[src/rtl/ysyx_sim_ctrl.sv]
// Simulation control for the NonSoC core: sequences core reset, counts RUN cycles and
// retired instructions, and ends the run on trap, hang or timeout with a sticky status.
module ysyx_sim_ctrl #(
    parameter int NUM_HARTS      = 1,
    parameter int RESET_CYCLES   = 3,
    parameter int TIMEOUT_CYCLES = 1650000,
    parameter int HANG_CYCLES    = 4096,
    parameter int CNT_W          = 64,
    localparam int HART_W = (NUM_HARTS > 1) ? $clog2(NUM_HARTS) : 1
) (
    input  logic                    clock,
    input  logic                    reset,
    input  logic [NUM_HARTS-1:0]    commit_valid,
    input  logic [NUM_HARTS-1:0]    trap_valid,
    input  logic [32*NUM_HARTS-1:0] trap_code,
    output logic                    core_reset,
    output logic                    running,
    output logic                    done,
    output logic [2:0]              status,
    output logic [31:0]             exit_code,
    output logic [HART_W-1:0]       trap_hart,
    output logic [CNT_W-1:0]        cycle_cnt,
    output logic [CNT_W-1:0]        inst_cnt
);
    localparam int IDLE_W = (HANG_CYCLES > 0) ? $clog2(HANG_CYCLES + 1) : 1;
    localparam int HOLD_W = $clog2(RESET_CYCLES + 1);
    localparam bit HANG_EN = (HANG_CYCLES != 0);
    localparam bit TO_EN   = (TIMEOUT_CYCLES != 0);

    localparam logic [2:0] ST_IDLE    = 3'd0;
    localparam logic [2:0] ST_GOOD    = 3'd1;
    localparam logic [2:0] ST_BAD     = 3'd2;
    localparam logic [2:0] ST_HANG    = 3'd3;
    localparam logic [2:0] ST_TIMEOUT = 3'd4;

    typedef enum logic [1:0] {
        S_HOLD,
        S_RUN,
        S_DONE
    } state_t;

    state_t              r_state, w_state_nxt;
    logic [HOLD_W-1:0]   r_hold_cnt, w_hold_nxt;
    logic [IDLE_W-1:0]   r_idle_cnt, w_idle_nxt;
    logic                r_core_reset, w_core_reset_nxt;
    logic                r_running, w_running_nxt;
    logic                r_done, w_done_nxt;
    logic [2:0]          r_status, w_status_nxt;
    logic [31:0]         r_exit_code, w_exit_code_nxt;
    logic [HART_W-1:0]   r_trap_hart, w_trap_hart_nxt;
    logic [CNT_W-1:0]    r_cycle_cnt, w_cycle_nxt;
    logic [CNT_W-1:0]    r_inst_cnt, w_inst_nxt;
    logic [HART_W-1:0]   w_win;
    logic [31:0]         w_win_code;
    logic                w_exit;

    function automatic logic [CNT_W-1:0] popcount(input logic [NUM_HARTS-1:0] v);
        logic [CNT_W-1:0] n;
        n = '0;
        for (int i = 0; i < NUM_HARTS; i++) n = n + CNT_W'(v[i]);
        return n;
    endfunction

    // The idle counter must never wrap back below the hang threshold.
    function automatic logic [IDLE_W-1:0] sat_inc(input logic [IDLE_W-1:0] v);
        return (&v) ? v : v + IDLE_W'(1);
    endfunction

    // Lowest-index trapping hart wins; scan downward so it is assigned last.
    always_comb begin
        w_win      = '0;
        w_win_code = '0;
        for (int h = NUM_HARTS - 1; h >= 0; h--) begin
            if (trap_valid[h]) begin
                w_win      = HART_W'(h);
                w_win_code = trap_code[32*h +: 32];
            end
        end
    end

    always_ff @(posedge clock or negedge reset) begin
        if (!reset) r_state <= S_HOLD;
        else        r_state <= w_state_nxt;
    end

    always_comb begin
        w_state_nxt      = r_state;
        w_hold_nxt       = r_hold_cnt;
        w_idle_nxt       = r_idle_cnt;
        w_core_reset_nxt = r_core_reset;
        w_running_nxt    = r_running;
        w_done_nxt       = r_done;
        w_status_nxt     = r_status;
        w_exit_code_nxt  = r_exit_code;
        w_trap_hart_nxt  = r_trap_hart;
        w_cycle_nxt      = r_cycle_cnt;
        w_inst_nxt       = r_inst_cnt;
        w_exit           = 1'b0;
        case (r_state)
            S_HOLD: begin
                w_hold_nxt = r_hold_cnt + HOLD_W'(1);
                if (w_hold_nxt == HOLD_W'(RESET_CYCLES)) begin
                    w_state_nxt      = S_RUN;
                    w_core_reset_nxt = 1'b0;
                    w_running_nxt    = 1'b1;
                end
            end
            S_RUN: begin
                w_cycle_nxt = r_cycle_cnt + CNT_W'(1);
                w_inst_nxt  = r_inst_cnt + popcount(commit_valid);
                w_idle_nxt  = (|commit_valid) ? '0 : sat_inc(r_idle_cnt);
                if (|trap_valid) begin
                    w_exit          = 1'b1;
                    w_status_nxt    = (w_win_code == 32'd0) ? ST_GOOD : ST_BAD;
                    w_exit_code_nxt = w_win_code;
                    w_trap_hart_nxt = w_win;
                end else if (HANG_EN && w_idle_nxt == IDLE_W'(HANG_CYCLES)) begin
                    w_exit       = 1'b1;
                    w_status_nxt = ST_HANG;
                end else if (TO_EN && w_cycle_nxt == CNT_W'(TIMEOUT_CYCLES)) begin
                    w_exit       = 1'b1;
                    w_status_nxt = ST_TIMEOUT;
                end
                if (w_exit) begin
                    w_state_nxt      = S_DONE;
                    w_done_nxt       = 1'b1;
                    w_running_nxt    = 1'b0;
                    w_core_reset_nxt = 1'b1;
                end
            end
            default: ;
        endcase
    end

    always_ff @(posedge clock or negedge reset) begin
        if (!reset) begin
            r_hold_cnt   <= '0;
            r_idle_cnt   <= '0;
            r_core_reset <= 1'b1;
            r_running    <= 1'b0;
            r_done       <= 1'b0;
            r_status     <= ST_IDLE;
            r_exit_code  <= '0;
            r_trap_hart  <= '0;
            r_cycle_cnt  <= '0;
            r_inst_cnt   <= '0;
        end else begin
            r_hold_cnt   <= w_hold_nxt;
            r_idle_cnt   <= w_idle_nxt;
            r_core_reset <= w_core_reset_nxt;
            r_running    <= w_running_nxt;
            r_done       <= w_done_nxt;
            r_status     <= w_status_nxt;
            r_exit_code  <= w_exit_code_nxt;
            r_trap_hart  <= w_trap_hart_nxt;
            r_cycle_cnt  <= w_cycle_nxt;
            r_inst_cnt   <= w_inst_nxt;
        end
    end

    assign core_reset = r_core_reset;
    assign running    = r_running;
    assign done       = r_done;
    assign status     = r_status;
    assign exit_code  = r_exit_code;
    assign trap_hart  = r_trap_hart;
    assign cycle_cnt  = r_cycle_cnt;
    assign inst_cnt   = r_inst_cnt;

endmodule

[config.mk]
export PLATFORM = sky130hd
export DESIGN_NAME = ysyx_sim_ctrl
export DESIGN_NICKNAME = d
export VERILOG_FILES = /design/src/rtl/ysyx_sim_ctrl.sv
export SDC_FILE = /design/constraint.sdc
export NUM_CORES = 1
export LEC_CHECK = 0
export CELL_PAD_IN_SITES_DETAIL_PLACEMENT = 0
export CELL_PAD_IN_SITES_GLOBAL_PLACEMENT = 1
export CORE_ASPECT_RATIO = 0.5
export CORE_UTILIZATION = 43
export DETAILED_ROUTE_END_ITERATION = 16
export HOLD_SLACK_MARGIN = 0.06
export PLACE_DENSITY_LB_ADDON = 0.1
export SKIP_LAST_GASP = 1
export SLEW_MARGIN = 20
export SYNTH_ARGS = -nofsm -noshare
export SYNTH_HDL_FRONTEND = slang
export SYNTH_SLANG_ARGS = --single-unit
[constraint.sdc]
create_clock -name clock -period 10.3 [get_ports clock]
set_clock_uncertainty 0.1 [all_clocks]
set_input_delay 3.09 -clock clock [delete_from_list [all_inputs] [get_ports clock]]
set_output_delay 3.09 -clock clock [all_outputs]
set_load 0.01 [all_outputs]
==> flow_summary.ini, run 1 <==
[yosys]
synth-simple-area-share_pct = 25.9
syn_inst = 1014
synth_cell_types = 69
synth_most_common_cell = dfrtp_1
synth.top_cell.area_share_pct = 45.5
ys_top_cells_by_count = 181 x dfrtp_1, 114 x xnor2_1, 91 x nand2_1, 75 x nor2_1, 64 x nand4_1
synthArstFlopShare_pct = 100
synth_xor_area_share_pct = 13.9
synth_seq_cells = 182
synth_edf_count = 0
synth_top_cell_by_area = dfrtp_1
synthMuxAreaShare_pct = 4.31
yosysWarnings = 0
synth_ff_type = dfrtp_1
syn-cell-area_um2 = 9960
synth_top_family_by_area = simple AND/OR/NAND/NOR gates
synth_fa_ha_area_share_pct = 0.754
synth.area.top_cells = dfrtp_1 45%, xnor2_1 10%, nand4_1 4.0%
synth_nets = 1056
synth_compound_area_share_pct = 5.74
synth_seq_area_share_pct = 45.8
avgSynthCellArea_um2 = 9.82

[clock_tree]
post-cts-setup-buffers = 0
insertion_delay_ns = 0.45
cts_resized = 0
clockRootBuffer = clkbuf_16
clockBufferDepth = 2
cts-htree-levels = 4
cts_tree = done
postCtsHoldBufs = 0
cts_sinks = 182
clk_pin_slew_worst_paths_ns = 0.07
cts_buffers = 17

[layout]
fin_nets = 1227
seq_area_um2 = 4560
n_antenna_cell = 0
area.growth.synth_to_final_pct = 27.8
fillers = 2007
drive_gt1_share_pct = 8.43
final_area_um2 = 12700
fin_util_pct = 57.3
multi_input_area_um2 = 5040
layout.cells.non_filler = 1498

[detailed_routing]
wl_per_cell_um = 18.5
antenna_left = 0
viasPerCell = 5.57
drt_wl_total_um = 27700
vias = 8337
drc_errors = 0
drt_iter0_markers = 663
dr.pass1.iters = 5

[grt]
antenna_found_initial = 0
grt_overflow = 0
grt_max_degree = 105
grt_pass1_vias = 8028
grt_pass1_wl_um = 44000
grt_use_total_pct = 24.0

[timing]
slew_headroom_pct = 30.2
setup_viol = 0
finalCritPeriodShare_pct = 64.7
timing.hold.ws_ns = 0.378
fin_crit_ns = 6.67
slew_viol_final = 0
post-route-worst-setup-slack_ns = 3.63
hold_violations = 0
rsz0062_at_grt = false
worst_slew_pin_slew_ns = 1.04
setup_tns_ns = 0
fmax_ghz = 0.150

[place]
routabilityCongestion = 0.902
dp_cells = 1466
postPlaceCellArea_um2 = 12100
dp_slack_ns = 3.14
io_buffer_count = 201
hpwl_um = 20500

[floorplanning]
die_h_um = 110
dieArea_um2 = 23800
die_w_um = 217
start_util_pct = 44.8
io_pins = 203
fp-row-count = 38
fp.coreArea_um2 = 22200

[pwr]
power_density_nw_per_um2 = 112
p_leak_nw = 5.20
ir_worst_vdd_mv = 0.0878
finalPower_mw = 1.43

[run_status]
status = finished, final reports clean

[setup_path]
worst_setup_path_start_kind = input pin
crit_top_cell = nand3_1
worstPathArrival_ns = 6.95
cp.required_ns = 10.58
crit_path_max_fanout = 18
slowest_stage = clkdlybuf4s50_1
cp-end-kind = flop
path_cells = clkdlybuf4s50_1 -> ha_1 -> nand4b_1 -> nor4_1 -> and3_1 -> and4_1 -> nand3_1 -> nor2_1 -> nand3_1 -> nor3_1 -> xor2_1
cpPeakStageDelay_ns = 0.90
path_class = input pin to flop

[run]
drv_cap = 0

[worst_hold_path]
hold_class = flop to flop
[worst paths after layout]
path / startpoint / endpoint / slack (ns) / cells after the start
worst max register to register: cycle_cnt[0] / status[0] / 5.79 / 10
worst min-delay path: done / done / 0.38 / 1
min in group asynchronous: reset / inst_cnt[30] / 2.62 / 1
max in group asynchronous: reset / exit_code[23] / 6.22 / 2
worst max-delay path: commit_valid / inst_cnt[63] / 3.63 / 11
worst min register to register: done / done / 0.38 / 1
[flip-flops by register name (all words and copies together) (netlist names)]
| register | count |
|---|---|
| r_state | 2 |
| cycle_cnt | 64 |
| done | 1 |
| r_idle_cnt | 13 |
| status | 3 |
| inst_cnt | 64 |
| exit_code | 32 |
| r_hold_cnt | 2 |
| core_reset | 1 |
[worst max-delay path: cells and delay by family]
kind / cells / cell delay (ns)
XOR/XNOR: 1 / 0.16
adder cells (fa/ha/maj): 1 / 0.30
buffers and inverters: 1 / 0.90
AND/OR/NAND/NOR: 8 / 2.49
[placed cells by master, fill, tap and decap left out, drive strengths merged, types with 19 or more instances in the layout]
cell           Yosys  routed
clkdlybuf4s50      0     200
dfrtp            181     181
xnor2            114     114
nand2             91      91
nor2              75      75
nand4             69      69
nand3             67      67
xor2              44      44
nor3              37      37
mux2              36      36
inv               26      34
nor4              32      32
o21ai             26      26
and3              24      24
clkbuf            29      20
and4              19      19
[cell families after synthesis]
logic type      count (synthesis)
simple gates                  464
flops                         182
xor+xnor                      158
compound gates                 85
buf+inv                        80
mux                            38
fa+ha+maj                       6
other cells                     1
[where the power goes]
group,switching [mW],total (mW),internal (mW)
sequential,0.000336,0.715,0.715
combinational,0.0201,0.0344,0.0143
clock,0.306,0.678,0.372
[cell type report]
cell class	instances	area share, %
multi-input combinational	752	39.6
sequential	182	35.8
timing repair buffer	206	16.2
clock buffer	19	3.48
tap	300	2.95
clock inverter	13	1.24
inverter	26	0.767
[per-layer routing]
metal	GRT usage, %	share of wire, %	vias up
met2	37.9	47	243
met5	0	0	-
met1	33.1	47	4109
met3	5.15	4.9	30
li1	-	-	3955
met4	7.29	1.6	0
Note: power is estimated with default switching activity, not from simulation.
==> inputs of run 2 (changes only) <==
--- a/config.mk
+++ b/config.mk
@@ -8,7 +8,7 @@
 export CELL_PAD_IN_SITES_DETAIL_PLACEMENT = 0
 export CELL_PAD_IN_SITES_GLOBAL_PLACEMENT = 1
 export CORE_ASPECT_RATIO = 0.5
-export CORE_UTILIZATION = 43
+export CORE_UTILIZATION = 36
 export DETAILED_ROUTE_END_ITERATION = 16
 export HOLD_SLACK_MARGIN = 0.06
 export PLACE_DENSITY_LB_ADDON = 0.1
==> constraint.sdc (replaced) <==
create_clock -name clock -period 5.5 [get_ports clock]
set_clock_uncertainty 0.1 [all_clocks]
set_input_delay 1.65 -clock clock [delete_from_list [all_inputs] [get_ports clock]]
set_output_delay 1.65 -clock clock [all_outputs]
set_load 0.01 [all_outputs]
==> run 2 against run 1 <==
Cell area increased by 0.71%. Via count decreased by 0.32%. Routed wire length increased by 3.9%. Power increased by 84%. Critical endpoint is now inst_cnt[60]. Sequential cell count unchanged. Die area increased by 19%. Hold slack got worse by 0.0072 ns. Register-to-register slack got worse by 4.5 ns. Largest power group unchanged. Global-route usage decreased by 3.1 points. Critical path depth increased by 1. Clock power increased by 81%. Sequential share of layout area decreased by 0.25 points.
==> flow_summary.ini, run 2 (synthesis results as in run 1) <==
[timing]
timing.hold.ws_ns = 0.371
rsz0062_at_grt = false
slew_viol_final = 0
finalCritPeriodShare_pct = 84.0
slew_headroom_pct = 29.8
setup_tns_ns = 0
hold_violations = 0
setup_viol = 0
fmax_ghz = 0.216
fin_crit_ns = 4.62
worst_slew_pin_slew_ns = 1.04

[setup_path]
worstRegToRegCells = 11
worstPathArrival_ns = 4.90
path_class = input pin to flop
crit_path_max_fanout = 5
cp-end-kind = flop
cp.required_ns = 5.78
worst_setup_path_start_kind = input pin

[place]
io_buffer_count = 201
postPlaceCellArea_um2 = 12200
hpwl_um = 21700
routabilityCongestion = 0.827

[grt]
grt_use_total_pct = 20.9
grt_overflow = 0
grt_pass1_vias = 8137
grt_max_degree = 92
grt_pass1_wl_um = 45900
antenna_found_initial = 0

[run]
drv_cap = 0

[clock_tree]
insertion_delay_ns = 0.45
cts_sinks = 182
clockBufferDepth = 2
clk_pin_slew_worst_paths_ns = 0.07
postCtsHoldBufs = 0
cts_resized = 0
cts_tree = done
cts_buffers = 17
post-cts-setup-buffers = 0
clockRootBuffer = clkbuf_16
cts-htree-levels = 4

[detailed_routing]
drc_errors = 0
dr.pass1.iters = 4
wl_met3_um = 1220
drt_iter0_markers = 589
wl_met1_um = 13500
maxUsedRoutingLayer = met4
wl_per_cell_um = 18.5
viasPerCell = 5.34
drt_wl_total_um = 28700
antenna_left = 0
met2_length_um = 13500
vias = 8310

[pwr]
p_leak_nw = 5.22
power_density_nw_per_um2 = 205
ir_worst_vdd_mv = 0.221

[layout]
mostFrequentLayoutCell = clkdlybuf4s50_1
n_antenna_cell = 0
final_cell_mix = 200 x clkdlybuf4s50_1, 181 x dfrtp_1, 114 x xnor2_1
area.growth.synth_to_final_pct = 28.7
fin_nets = 1233
drive_gt1_share_pct = 8.89
final_area_um2 = 12800

[worst_hold_path]
hold_class = flop to flop
holdPathStages = 1

[floorplanning]
die_h_um = 120
fp-row-count = 42
start_util_pct = 37.2
io_pins = 203
fp.coreArea_um2 = 26800
die_w_um = 237
dieArea_um2 = 28400

[run_status]
status = finished, final reports clean
[run 2: report_power, final]
| part | internal [mW] | total, mW | switching (mW) | leakage (nW) |
|---|---|---|---|---|
| logic | 0.0280 | 0.0674 | 0.0393 | 2.47 |
| clock network | 0.658 | 1.23 | 0.567 | 0.282 |
| registers | 1.34 | 1.34 | 0.000602 | 2.47 |
[run 2: path summary, 6_finish.rpt]
path	start	end	slack, ns
worst max-delay path	commit_valid	inst_cnt[60]	0.88
worst min-delay path	done	done	0.37
worst max register to register	cycle_cnt[0]	status[0]	1.34
worst min register to register	done	done	0.37
max in group asynchronous	reset	inst_cnt[5]	3.18
min in group asynchronous	reset	inst_cnt[25]	1.14
[run 2: area by class of cell]
cell class | count | area [µm²]
inverters | 26 | 97.6
multi-input cells | 752 | 5050
well taps | 352 | 440
repair buffers | 212 | 2100
flip-flops and latches | 182 | 4560
clock buffers | 21 | 460
fillers | 2520 | 14000
clock inverters | 11 | 118
[run 2: routing by layer]
metal	up-vias	track usage [%]
li1	3975	-
met1	4102	28.9
met2	199	33.2
met3	34	3.59
met4	0	6.69
met5	-	0
[run 2: metrics by stage]
stage          cells  utilization [%]  setup slack (ns)  power [mW]
2_1_floorplan   1014                -              1.29        1.37
3_3_place_gp    1524             45.6             0.539        1.43
3_5_place_dp    1524             45.6             0.393        1.43
4_1_cts         1556             47.8             0.864        2.67
5_1_grt         1556             47.8             0.572        2.73
6_report        1556             47.8             0.880        2.63
[run 2: critical path, stage by stage]
cell	delay, ns
clkdlybuf4s50_1	0.55
ha_1	0.22
ha_1	0.16
nand3b_1	0.15
nor4_1	0.65
and3_1	0.36
and4_1	0.32
nand3_1	0.12
nor2_1	0.25
nand3_1	0.18
nor2_1	0.15
xor2_1	0.15
==> inputs of run 3 (changes only) <==
==> constraint.sdc (replaced) <==
create_clock -name clock -period 4.1 [get_ports clock]
set_clock_uncertainty 0.1 [all_clocks]
set_input_delay 1.23 -clock clock [delete_from_list [all_inputs] [get_ports clock]]
set_output_delay 1.23 -clock clock [all_outputs]
set_load 0.01 [all_outputs]
==> run 3 against run 2 <==
Register-to-register slack got worse by 0.89 ns. Count of clock-buffer cells in the layout decreased by 2. Routed wire length increased by 3.0%. First-iteration DRC count increased by 13%. Sequential cell count unchanged. Hold slack improved by 0.0054 ns.
==> flow_summary.ini, run 3 (synthesis results as in run 1) <==
[grt]
grt_max_degree = 73
grt_overflow = 0
grt_pass1_vias = 8256
antenna_found_initial = 0
grt_pass1_wl_um = 47400
grt_use_total_pct = 21.6

[setup_path]
critPathTopFamily = simple AND/OR/NAND/NOR gates
slowest_stage = dfrtp_1
worstRegToRegCells = 9
cp.depth = 9
r2r_start = cycle_cnt[11]
r2r_end = status[0]
crit_path_max_fanout = 11
crit_top_cell = nand4_1
critPathBufInv = 0
cp-end-kind = flop
worstSetupStartpoint = cycle_cnt[11]
crit_path_end = status[0]
rrSetupSlack_ns = 0.45
cp.required_ns = 4.34
path_class = flop to flop
worstPathArrival_ns = 3.89
worst_setup_path_start_kind = flop
path_cells = nand4_1 -> nor4_4 -> nand4_1 -> xnor2_1 -> or4_1 -> nor4_1 -> nand4b_1 -> o31ai_4 -> mux2_4
cpPeakStageDelay_ns = 0.57

[timing]
worst_slew_pin_slew_ns = 0.719
finalCritPeriodShare_pct = 88.9
fin_crit_ns = 3.65
rsz0062_at_grt = false
hold_violations = 0
slew_viol_final = 0
setup_viol = 0
slew_headroom_pct = 51.5
setup_tns_ns = 0
fmax_ghz = 0.274

[place]
io_buffer_count = 201
postPlaceCellArea_um2 = 12400
dp_cells = 1550
hpwl_um = 22400
routabilityCongestion = 0.859

[clock_tree]
cts_buffers = 17
cts_resized = 0
insertion_delay_ns = 0.45
cts_sinks = 182
postCtsHoldBufs = 0
clockBufferDepth = 2
cts_tree = done
cts-htree-levels = 4
clockRootBuffer = clkbuf_16
clk_pin_slew_worst_paths_ns = 0.07
post-cts-setup-buffers = 0

[worst_hold_path]
holdPathStages = 1
hold_class = flop to flop
min-delay-start = done

[layout]
fillers = 2484
final_area_um2 = 13000
mostFrequentLayoutCell = clkdlybuf4s50_1
area.growth.synth_to_final_pct = 30.5
multi_input_area_um2 = 5040
seq_area_um2 = 4560
final_cell_mix = 200 x clkdlybuf4s50_1, 181 x dfrtp_1, 114 x xnor2_1
drive_gt1_share_pct = 10.8
n_antenna_cell = 0
fin_nets = 1259
fin_util_pct = 48.5
layout.cells.non_filler = 1582

[pwr]
p_leak_nw = 5.35
ir_worst_vdd_mv = 0.302
power_density_nw_per_um2 = 267
finalPower_mw = 3.47

[floorplanning]
dieArea_um2 = 28400
fp.coreArea_um2 = 26800
start_util_pct = 37.2
fp-row-count = 42
die_h_um = 120
die_w_um = 237
io_pins = 203

[detailed_routing]
drt_wl_total_um = 29600
antenna_left = 0
wl_per_cell_um = 18.7
viasPerCell = 5.33
drt_iter0_markers = 665
dr.pass1.iters = 4
drc_errors = 0
vias = 8428

[run_status]
status = finished, final reports clean

[run]
drv_cap = 0
## run 3: cell count changes in the layout (fill, tap and decap cells not counted)
cell / before / now
buf_12: 0 / 1
nor4_1: 27 / 28
clkinv_4: 5 / 2
clkbuf_8: 3 / 2
clkbuf_1: 2 / 1
clkinv_2: 1 / 2
bufinv_16: 1 / 0
nor4_2: 2 / 1
buf_4: 11 / 36
inv_6: 1 / 6
## run 3: how the worst min path moves through the flow
stage	to	slack (ns)
2_1_floorplan	r_hold_cnt[1]	0.38
3_3_place_gp	done	0.36
3_5_place_dp	done	0.36
4_1_cts	done	0.38
5_1_grt	done	0.40
6_report	done	0.38
## run 3: cell type report
cell class	instances	share of cell area (%)
multi-input cells	752	38.8
flip-flops and latches	182	35.1
repair buffers	238	17.7
clock buffers	19	3.41
well taps	352	3.39
clock inverters	13	0.847
inverters	26	0.751
## run 3: worst register-to-register path, delay by kind of cell (launching register included)
kind / cells / cell delay [ns]
flip-flops: 1 / 0.57
AO/OA/AOI/OAI: 1 / 0.30
multiplexers: 1 / 0.32
XOR/XNOR: 1 / 0.17
AND/OR/NAND/NOR: 6 / 2.08
## run 3: power by group
group,switching (mW),internal [mW]
registers,0.000851,1.80
logic,0.0530,0.0382
clock network,0.769,0.811
total,0.823,2.64
## run 3: layer usage
layer,vias to the layer above,wire [µm],global-route usage [%]
met5,-,0,0
met4,0,539,7.50
met3,36,1420,4.32
met2,213,13900,34.2
met1,4156,13800,29.6
li1,4023,-,-
## run 3: per-stage QoR
stage	hold WS [ns]	setup WS, ns
after global routing	0.401	0.158
final	0.376	0.454
after detailed placement	0.358	0.0642
after floorplan	0.382	0.313
after CTS	0.376	0.476
after global placement	0.356	0.135
